--- src/rtl/wb_bram_arbiter.sv ---
`default_nettype none
// ============================================================================
// wb_bram_arbiter
// Two-master Wishbone arbiter for an 8x32 BRAM slave: round-robin on ties,
// no preemption, zero-gap handover. Define WB_ARB_TIMEOUT_EN to add a
// stalled-strobe watchdog with per-master Mn_ERR_O outputs.
// Revision: 1.0
// ============================================================================
module wb_bram_arbiter #(
  parameter int unsigned TIMEOUT = 15
) (
  input  logic        CLK_I,
  input  logic        RST_I,
  input  logic        M0_CYC_I,
  input  logic        M0_STB_I,
  input  logic        M0_WE_I,
  input  logic [2:0]  M0_ADR_I,
  input  logic [31:0] M0_DAT_I,
  output logic [31:0] M0_DAT_O,
  output logic        M0_ACK_O,
  input  logic        M1_CYC_I,
  input  logic        M1_STB_I,
  input  logic        M1_WE_I,
  input  logic [2:0]  M1_ADR_I,
  input  logic [31:0] M1_DAT_I,
  output logic [31:0] M1_DAT_O,
  output logic        M1_ACK_O,
  output logic        S_STB_O,
  output logic        S_WE_O,
  output logic [2:0]  S_ADR_O,
  output logic [31:0] S_DAT_O,
  input  logic [31:0] S_DAT_I,
  input  logic        S_ACK_I,
`ifdef WB_ARB_TIMEOUT_EN
  output logic        M0_ERR_O,
  output logic        M1_ERR_O,
`endif
  output logic [1:0]  GNT_O
);

  localparam logic [1:0] ST_IDLE = 2'b00;
  localparam logic [1:0] ST_OWN0 = 2'b01;
  localparam logic [1:0] ST_OWN1 = 2'b10;

  logic [1:0] state_q, state_d;
  logic       last_q, last_d;
  logic       tmo_abort;

`ifdef WB_ARB_TIMEOUT_EN
  logic [3:0] tmo_cnt_q, tmo_cnt_d;

  assign tmo_abort = (state_q != ST_IDLE) && (tmo_cnt_q == 4'(TIMEOUT));

  // Counts only stalled strobes of the current owner; any ACK or ownership
  // change restarts the window.
  always_comb begin
    tmo_cnt_d = tmo_cnt_q;
    if ((state_q == ST_IDLE) || (state_d != state_q) || S_ACK_I) begin
      tmo_cnt_d = 4'd0;
    end else if (S_STB_O) begin
      tmo_cnt_d = tmo_cnt_q + 4'd1;
    end
  end

  always_ff @(posedge CLK_I or posedge RST_I) begin
    if (RST_I) begin
      tmo_cnt_q <= 4'd0;
    end else begin
      tmo_cnt_q <= tmo_cnt_d;
    end
  end

  assign M0_ERR_O = tmo_abort && (state_q == ST_OWN0);
  assign M1_ERR_O = tmo_abort && (state_q == ST_OWN1);
`else
  logic [3:0] unused_timeout;

  assign tmo_abort      = 1'b0;
  assign unused_timeout = 4'(TIMEOUT);
`endif

  always_comb begin
    state_d = state_q;
    last_d  = last_q;
    case (state_q)
      ST_IDLE: begin
        if (M0_CYC_I && M1_CYC_I) begin
          state_d = last_q ? ST_OWN0 : ST_OWN1;
        end else if (M0_CYC_I) begin
          state_d = ST_OWN0;
        end else if (M1_CYC_I) begin
          state_d = ST_OWN1;
        end
      end
      ST_OWN0: begin
        if (!M0_CYC_I) begin
          state_d = M1_CYC_I ? ST_OWN1 : ST_IDLE;
        end
      end
      ST_OWN1: begin
        if (!M1_CYC_I) begin
          state_d = M0_CYC_I ? ST_OWN0 : ST_IDLE;
        end
      end
      default: state_d = ST_IDLE;
    endcase

    if (tmo_abort) begin
      state_d = ST_IDLE;
    end

    if ((state_d == ST_OWN0) && (state_q != ST_OWN0)) begin
      last_d = 1'b0;
    end else if ((state_d == ST_OWN1) && (state_q != ST_OWN1)) begin
      last_d = 1'b1;
    end

    // An aborted owner is recorded as most recent so the other master wins a tie.
    if (tmo_abort) begin
      last_d = (state_q == ST_OWN1);
    end
  end

  always_ff @(posedge CLK_I or posedge RST_I) begin
    if (RST_I) begin
      state_q <= ST_IDLE;
      last_q  <= 1'b1;
    end else begin
      state_q <= state_d;
      last_q  <= last_d;
    end
  end

  always_comb begin
    S_STB_O = 1'b0;
    S_WE_O  = 1'b0;
    S_ADR_O = 3'd0;
    S_DAT_O = 32'd0;
    case (state_q)
      ST_OWN0: begin
        S_STB_O = M0_STB_I & M0_CYC_I;
        S_WE_O  = M0_WE_I;
        S_ADR_O = M0_ADR_I;
        S_DAT_O = M0_DAT_I;
      end
      ST_OWN1: begin
        S_STB_O = M1_STB_I & M1_CYC_I;
        S_WE_O  = M1_WE_I;
        S_ADR_O = M1_ADR_I;
        S_DAT_O = M1_DAT_I;
      end
      default: ;
    endcase
  end

  assign M0_ACK_O = S_ACK_I & (state_q == ST_OWN0) & M0_STB_I;
  assign M1_ACK_O = S_ACK_I & (state_q == ST_OWN1) & M1_STB_I;
  assign M0_DAT_O = S_DAT_I;
  assign M1_DAT_O = S_DAT_I;
  assign GNT_O    = {state_q == ST_OWN1, state_q == ST_OWN0};

endmodule
`default_nettype wire

--- config.mk ---
export PLATFORM = sky130hd
export DESIGN_NAME = wb_bram_arbiter
export DESIGN_NICKNAME = d
export VERILOG_FILES = /design/src/rtl/wb_bram_arbiter.sv
export SDC_FILE = /design/constraint.sdc
export NUM_CORES = 1
export LEC_CHECK = 0
export ABC_AREA = 1
export BUFFER_PORTS_ARGS = -buffer_cell sky130_fd_sc_hd__buf_2
export CAP_MARGIN = 20
export CORE_ASPECT_RATIO = 0.5
export CORE_MARGIN = 2
export CORE_UTILIZATION = 26
export DETAILED_ROUTE_END_ITERATION = 16
export HOLD_SLACK_MARGIN = 0.15
export PLACE_DENSITY = 0.78
export SLEW_MARGIN = 20
export SYNTH_ARGS = -nofsm -noshare
export SYNTH_HDL_FRONTEND = slang
export SYNTH_SLANG_ARGS = --single-unit
--- constraint.sdc ---
create_clock -name CLK_I -period 1.69 [get_ports CLK_I]
set_clock_uncertainty 0.2 [all_clocks]
set_input_delay 0.2535 -clock CLK_I [delete_from_list [all_inputs] [get_ports CLK_I]]
set_output_delay 0.2535 -clock CLK_I [all_outputs]
set_load 0.005 [all_outputs]
==> results of run 1 <==
## cell usage after synthesis
cell	n
nand2_1	90
buf_4	64
a21oi_1	38
inv_1	7
ha_1	6
nor2_1	6
buf_2	5
nand3_1	5
buf_1	3
inv_2	3
clkbuf_1	2
dfrtp_1	2
a21oi_2	1
buf_6	1
dfstp_2	1
nand2_2	1
nor2_2	1
o211ai_1	1
## area by class of cell
class | instances | area [sq um]
Timing Repair Buffer | 144 | 936
Inverter | 10 | 45.0
Fill cell | 519 | 2850
Clock buffer | 4 | 45.0
Multi-Input combinational cell | 149 | 896
Tap cell | 70 | 87.6
Sequential cell | 3 | 76.3
## per-stage QoR
step	instances	setup TNS (ns)	power [mW]
after global routing	380	-8.98	3.58
after floorplan	237	0	1.30
final	380	-5.88	3.31
after CTS	378	-5.18	3.14
after detailed placement	363	-0.172	1.97
after global placement	363	-0.0402	1.95
## worst min-delay path by stage
| stage | slack (ns) | endpoint | cells past startpoint | from |
|---|---|---|---|---|
| 2_1_floorplan | -0.19 | state_q[0]$_DFF_PP0_ | 1 | RST_I |
| 3_3_place_gp | -0.07 | state_q[0]$_DFF_PP0_ | 2 | RST_I |
| 3_5_place_dp | -0.07 | state_q[0]$_DFF_PP0_ | 2 | RST_I |
| 4_1_cts | 0.26 | state_q[0]$_DFF_PP0_ | 3 | RST_I |
| 5_1_grt | 0.27 | state_q[0]$_DFF_PP0_ | 3 | RST_I |
| 6_report | 0.25 | state_q[0]$_DFF_PP0_ | 3 | RST_I |
## state kept, by name, indices dropped and copies added (netlist names)
name     count
last_q       1
state_q      2
## metal layers
layer | vias to the layer above | track usage (%) | part of all wire, %
met3 | 7 | 3.45 | 6.1
met2 | 50 | 20.7 | 47
li1 | 823 | - | -
met4 | 0 | 4.89 | 0.97
met1 | 727 | 20.1 | 46
met5 | - | 0 | 0
## where the power goes
part	switching, mW	internal (mW)
Combinational	1.49	1.47
Clock	0.0418	0.160
Sequential	0.0286	0.116
Total	1.56	1.75
## worst register-to-register path: stages (launching register included)
cell,delay (ns)
dfrtp_1,0.39
buf_4,0.16
ha_4,0.19
buf_6,0.15
buf_4,0.14
a21oi_4,0.13
nand2_2,0.07
nor2_2,0.07
nand2_1,0.05
nand2_1,0.06
## cell families (layout without fill, tap and decap cells)
logic type / Yosys count / in the layout / share of synthesized area (%)
AO/OA/AOI/OAI: 40 / 40 / 15.5
flip-flops: 3 / 3 / 5.74
buffers and inverters: 85 / 158 / 43.1
AND/OR/NAND/NOR: 103 / 103 / 29.9
adder cells (fa/ha/maj): 6 / 6 / 5.65
## repair_timing
item,4_1_cts,5_1_grt
setup buffers,5,1
cloned,5,1
endpoints found under the setup margin,40,41
gates resized for setup,50,16
pin swaps,1,3
hold buffers,1,0
hold endpoints to repair,3,0
==> results.yml, run 1 <==
outcome:
  status: "complete, but fails checks"
  violations: "negative setup slack"
final_layout:
  finalNetCount: 428
  fin_util_pct: 42.3
  drive_gt1_share_pct: 64.5
  n_antenna_cell: 0
  final_cell_mix: "119 x buf_2, 77 x nand2_1, 25 x a21oi_2"
  final_common_cell: "buf_2"
  design_area_sq_um: 2090
  area_growth_pct: 57.0
sta:
  period_needed_ns: 1.88
  worst_slew_pin_slew_ns: 0.189
  timing.final.crit_share_pct: 111
  rsz0062_at_grt: "true"
  slew_viol_final: 0
  fin_ws_ns: -0.189
  relSlewSlack_pct: 87.4
  hold_viol: 0
  hold_ws_ns: 0.254
  fmax_ghz: 0.532
  setup_viol: 39
setup_path:
  r2r_end: "last_q$_DFFE_PP1P_"
  crit_path_end: "S_DAT_O[18]"
  cp_top_family: "flip-flops"
  slowest_stage: "dfrtp_1"
  start_kind: "flop"
  crit_buf_inv: 3
  end_kind: "primary output"
  r2r_start: "state_q[1]$_DFF_PP0_"
  crit_arrival_ns: 1.43
  rrSetupSlack_ns: 0.02
  crit_fanout: 15
  cp_data_required_time_ns: 1.24
  crit_path_max_incr_delay_ns: 0.39
  crit_cells: 6
  r2r_cells: 9
  critical_path_class: "reg -> out"
  critPathLaunch: "state_q[1]$_DFF_PP0_"
  crit_chain: "inv_2, ha_4, buf_16, nand2_1, a21oi_2, buf_2"
cts:
  cts_made_buffers: 3
  htree_levels: 1
  cts_tree: "built"
  clock_path_buffers: 2
  path_clk_slew_ns: 0.03
  insertion_delay_ns: 0.21
  cts_root_buf: "clkbuf_8"
  cts_num_sinks: 3
floorplan:
  num_rows: 18
  die_w_um: 105
  coreArea_sq_um: 4930
  start_util_pct: 26.9
  die_area_sq_um: 5730
  io_pins: 216
  die-height_um: 54.6
detailed_routing:
  firstDrtPassIters: 4
  drtAntennaViolNets: 0
  drt-initial-drc-count: 96
  viasPerCell: 4.23
  vias: 1607
  routed_wirelength_mm: 4.93
  drc: 0
  avgRoutedWirePerCell_um: 13.0
grt:
  grt_usage_pct: 14.1
  antenna_found_initial: 0
  grt_max_degree: 16
  grt_pass1_vias: 1315
  grt_pass1_wl_mm: 6.44
  overflow: 0
synthesis:
  synth_area_leaders: "buf_4 36%, nand2_1 25%, a21oi_1 14%"
  yosys_register_bits: 3
  synth-seq-area-share_pct: 5.74
  synth_largest_area_cell: "buf_4"
  synth_area_sq_um: 1330
  syn_inst: 237
  synth_top_cell_area_share_pct: 36.2
  syn_avg_cell_area_sq_um: 5.61
  synth_cell_type_count: 18
  yosysWarnings: 0
  synth_fp_nets: 354
place:
  place_ws_ns: -0.0602
  portBuffers: 119
  post_dp_cell_area_sq_um: 1600
  gp_congestion: 0.818
  place.detailed.hpwl_mm: 3.22
pwr:
  p_leak_nw: 1.07
  power.density_nw_per_um2: 1580
  ir_drop_v: 0.000572
run:
  cap_violations: 0
min_path:
  hold_class: "in -> async"
Note: power is estimated with default switching activity, not from simulation.
==> inputs of run 2 (changes only) <==
CORE_MARGIN = 8   (was 2)
==> run 2 against run 1 <==
  * The flow still finishes with violations (negative setup slack)
  * Clock-buffer cell count is the same
  * Hold slack gained 0.0062 ns
  * Combinational power shrank 13%
  * Sequential power shrank 5%
  * Sequential cell count is the same
  * Global-route usage shrank 1.7 points
  * Critical path type unchanged
  * Critical endpoint is now S_DAT_O[15]
==> results.yml, run 2 (synthesized netlist as in run 1, its figures left out) <==
outcome:
  status: "complete, but fails checks"
  violations: "negative setup slack"
setup_path:
  r2r_cells: 10
  r2r_end: "last_q$_DFFE_PP1P_"
  crit_fanout: 14
  start_kind: "flop"
  crit_arrival_ns: 1.44
  critical_path_class: "reg -> out"
  critPathLaunch: "state_q[1]$_DFF_PP0_"
  r2r_start: "state_q[0]$_DFF_PP0_"
  crit_path_end: "S_DAT_O[15]"
  end_kind: "primary output"
  rrSetupSlack_ns: 0.03
  cp_data_required_time_ns: 1.24
final_layout:
  n_antenna_cell: 0
  final_cell_mix: "119 x buf_2, 78 x nand2_1, 23 x a21oi_2"
  area_growth_pct: 48.8
  design_area_sq_um: 1980
  finalNetCount: 423
  final_common_cell: "buf_2"
  fillers: 536
  drive_gt1_share_pct: 62.0
  largest_register: "state_q"
  reg_top3: "state_q: 2 flops, last_q: 1 flops"
  largest_reg_flops: 2
sta:
  timing.final.crit_share_pct: 112
  relSlewSlack_pct: 88.7
  worst_slew_pin_slew_ns: 0.169
  period_needed_ns: 1.90
  hold_viol: 0
  fmax_ghz: 0.528
  setup_viol: 38
  finalSetupTns_ns: -6.03
  fin_ws_ns: -0.205
  rsz0062_at_grt: "true"
  slew_viol_final: 0
min_path:
  hold_class: "reg -> reg"
grt:
  grt_pass1_vias: 1592
  overflow: 0
  grt_max_degree: 29
  antenna_found_initial: 0
  grt_pass1_wl_mm: 7.72
  grt_usage_pct: 12.4
detailed_routing:
  firstDrtPassIters: 5
  drc: 0
  avgRoutedWirePerCell_um: 14.8
  drtAntennaViolNets: 0
  drt-initial-drc-count: 116
  routed_wirelength_mm: 5.57
  viasPerCell: 4.32
  vias: 1619
cts:
  path_clk_slew_ns: 0.03
  htree_levels: 1
  clock_path_buffers: 2
  cts_root_buf: "clkbuf_8"
  cts_made_buffers: 3
  cts_tree: "built"
  insertion_delay_ns: 0.22
  cts_num_sinks: 3
pwr:
  switching_share_pct: 49.1
  clock_power_share_pct: 7.1
  power.switching_mw: 1.44
  p_leak_nw: 1.02
  internal_power_mw: 1.49
  power.density_nw_per_um2: 1480
  p_seq_share_pct: 4.7
  combPwrFrac_pct: 88.2
  ir_drop_v: 0.000540
place:
  place.detailed.hpwl_mm: 4.12
  portBuffers: 119
  post_dp_cell_area_sq_um: 1590
  gp_congestion: 0.864
  place_ws_ns: -0.0804
run:
  cap_violations: 0
floorplan:
  start_util_pct: 26.9
  die_area_sq_um: 7790
  die-height_um: 66.6
  coreArea_sq_um: 4930
  die_w_um: 117
  io_pins: 216
  num_rows: 18
-- run 2: changes by cell type in the layout (fill, tap and decap cells not counted), sizes merged --
cell / delta
buf: -6
clkbuf: +1
-- run 2: routing by layer --
metal	wire (um)	part of all wire, %	track usage [%]	vias to the layer above
met5	0	0	0	-
met4	172	3.1	7.90	0
met3	433	7.8	3.61	21
met2	2950	53	21.3	71
met1	2010	36	13.4	714
li1	-	-	-	813
-- run 2: through the flow --
step / hold slack [ns] / std cells / total power [mW] / utilization (%)
finish: 0.260 / 375 / 2.93 / 40.1
global route: 0.288 / 375 / 3.16 / 40.1
CTS: 0.262 / 372 / 2.65 / 37.4
detailed placement: -0.0715 / 360 / 2.02 / 32.3
global placement: -0.0758 / 360 / 2.00 / 32.3
floorplan: -0.194 / 237 / 1.30 / -
-- run 2: critical path, cell delays in order (launching register included) --
cell and delay [ns]:
dfrtp_1 0.38, inv_2 0.12, ha_4 0.20, buf_12 0.15, nand2_1 0.09, a21oi_2 0.15, buf_2 0.13
-- run 2: final cells by class --
| class | instances | area (sq um) | share of cell area, % |
|---|---|---|---|
| multi-input cells | 149 | 860 | 43.5 |
| flip-flops and latches | 3 | 76.3 | 3.86 |
| inverters | 10 | 40.0 | 2.03 |
| repair buffers | 139 | 868 | 43.9 |
| clock buffers | 4 | 45.0 | 2.28 |
| well taps | 70 | 87.6 | 4.43 |
-- run 2: power groups by stage --
stage / combinational (mW) / clock [mW] / sequential, mW
floorplan: 1.15 / 0 / 0.146
global placement: 1.87 / 0 / 0.134
detailed placement: 1.88 / 0 / 0.137
CTS: 2.30 / 0.216 / 0.138
global route: 2.80 / 0.219 / 0.141
finish: 2.58 / 0.208 / 0.138
-- run 2: how the worst min path moves through the flow --
stage / startpoint / endpoint / cells past startpoint
2_1_floorplan: RST_I / state_q[0]$_DFF_PP0_ / 1
6_report: last_q$_DFFE_PP1P_ / last_q$_DFFE_PP1P_ / 2
3_3_place_gp: RST_I / state_q[0]$_DFF_PP0_ / 2
3_5_place_dp: RST_I / state_q[0]$_DFF_PP0_ / 2
5_1_grt: RST_I / state_q[0]$_DFF_PP0_ / 3
4_1_cts: RST_I / state_q[0]$_DFF_PP0_ / 3
-- run 2: timing repair --
item | in CTS | in global routing
gates cloned | 1 | 2
endpoints found under the setup margin | 40 | 41
setup buffers | 6 | 1
pin swaps | 3 | 2
hold buffers | 1 | 0
hold endpoints to repair | 3 | 0
gates resized for setup | 29 | 23
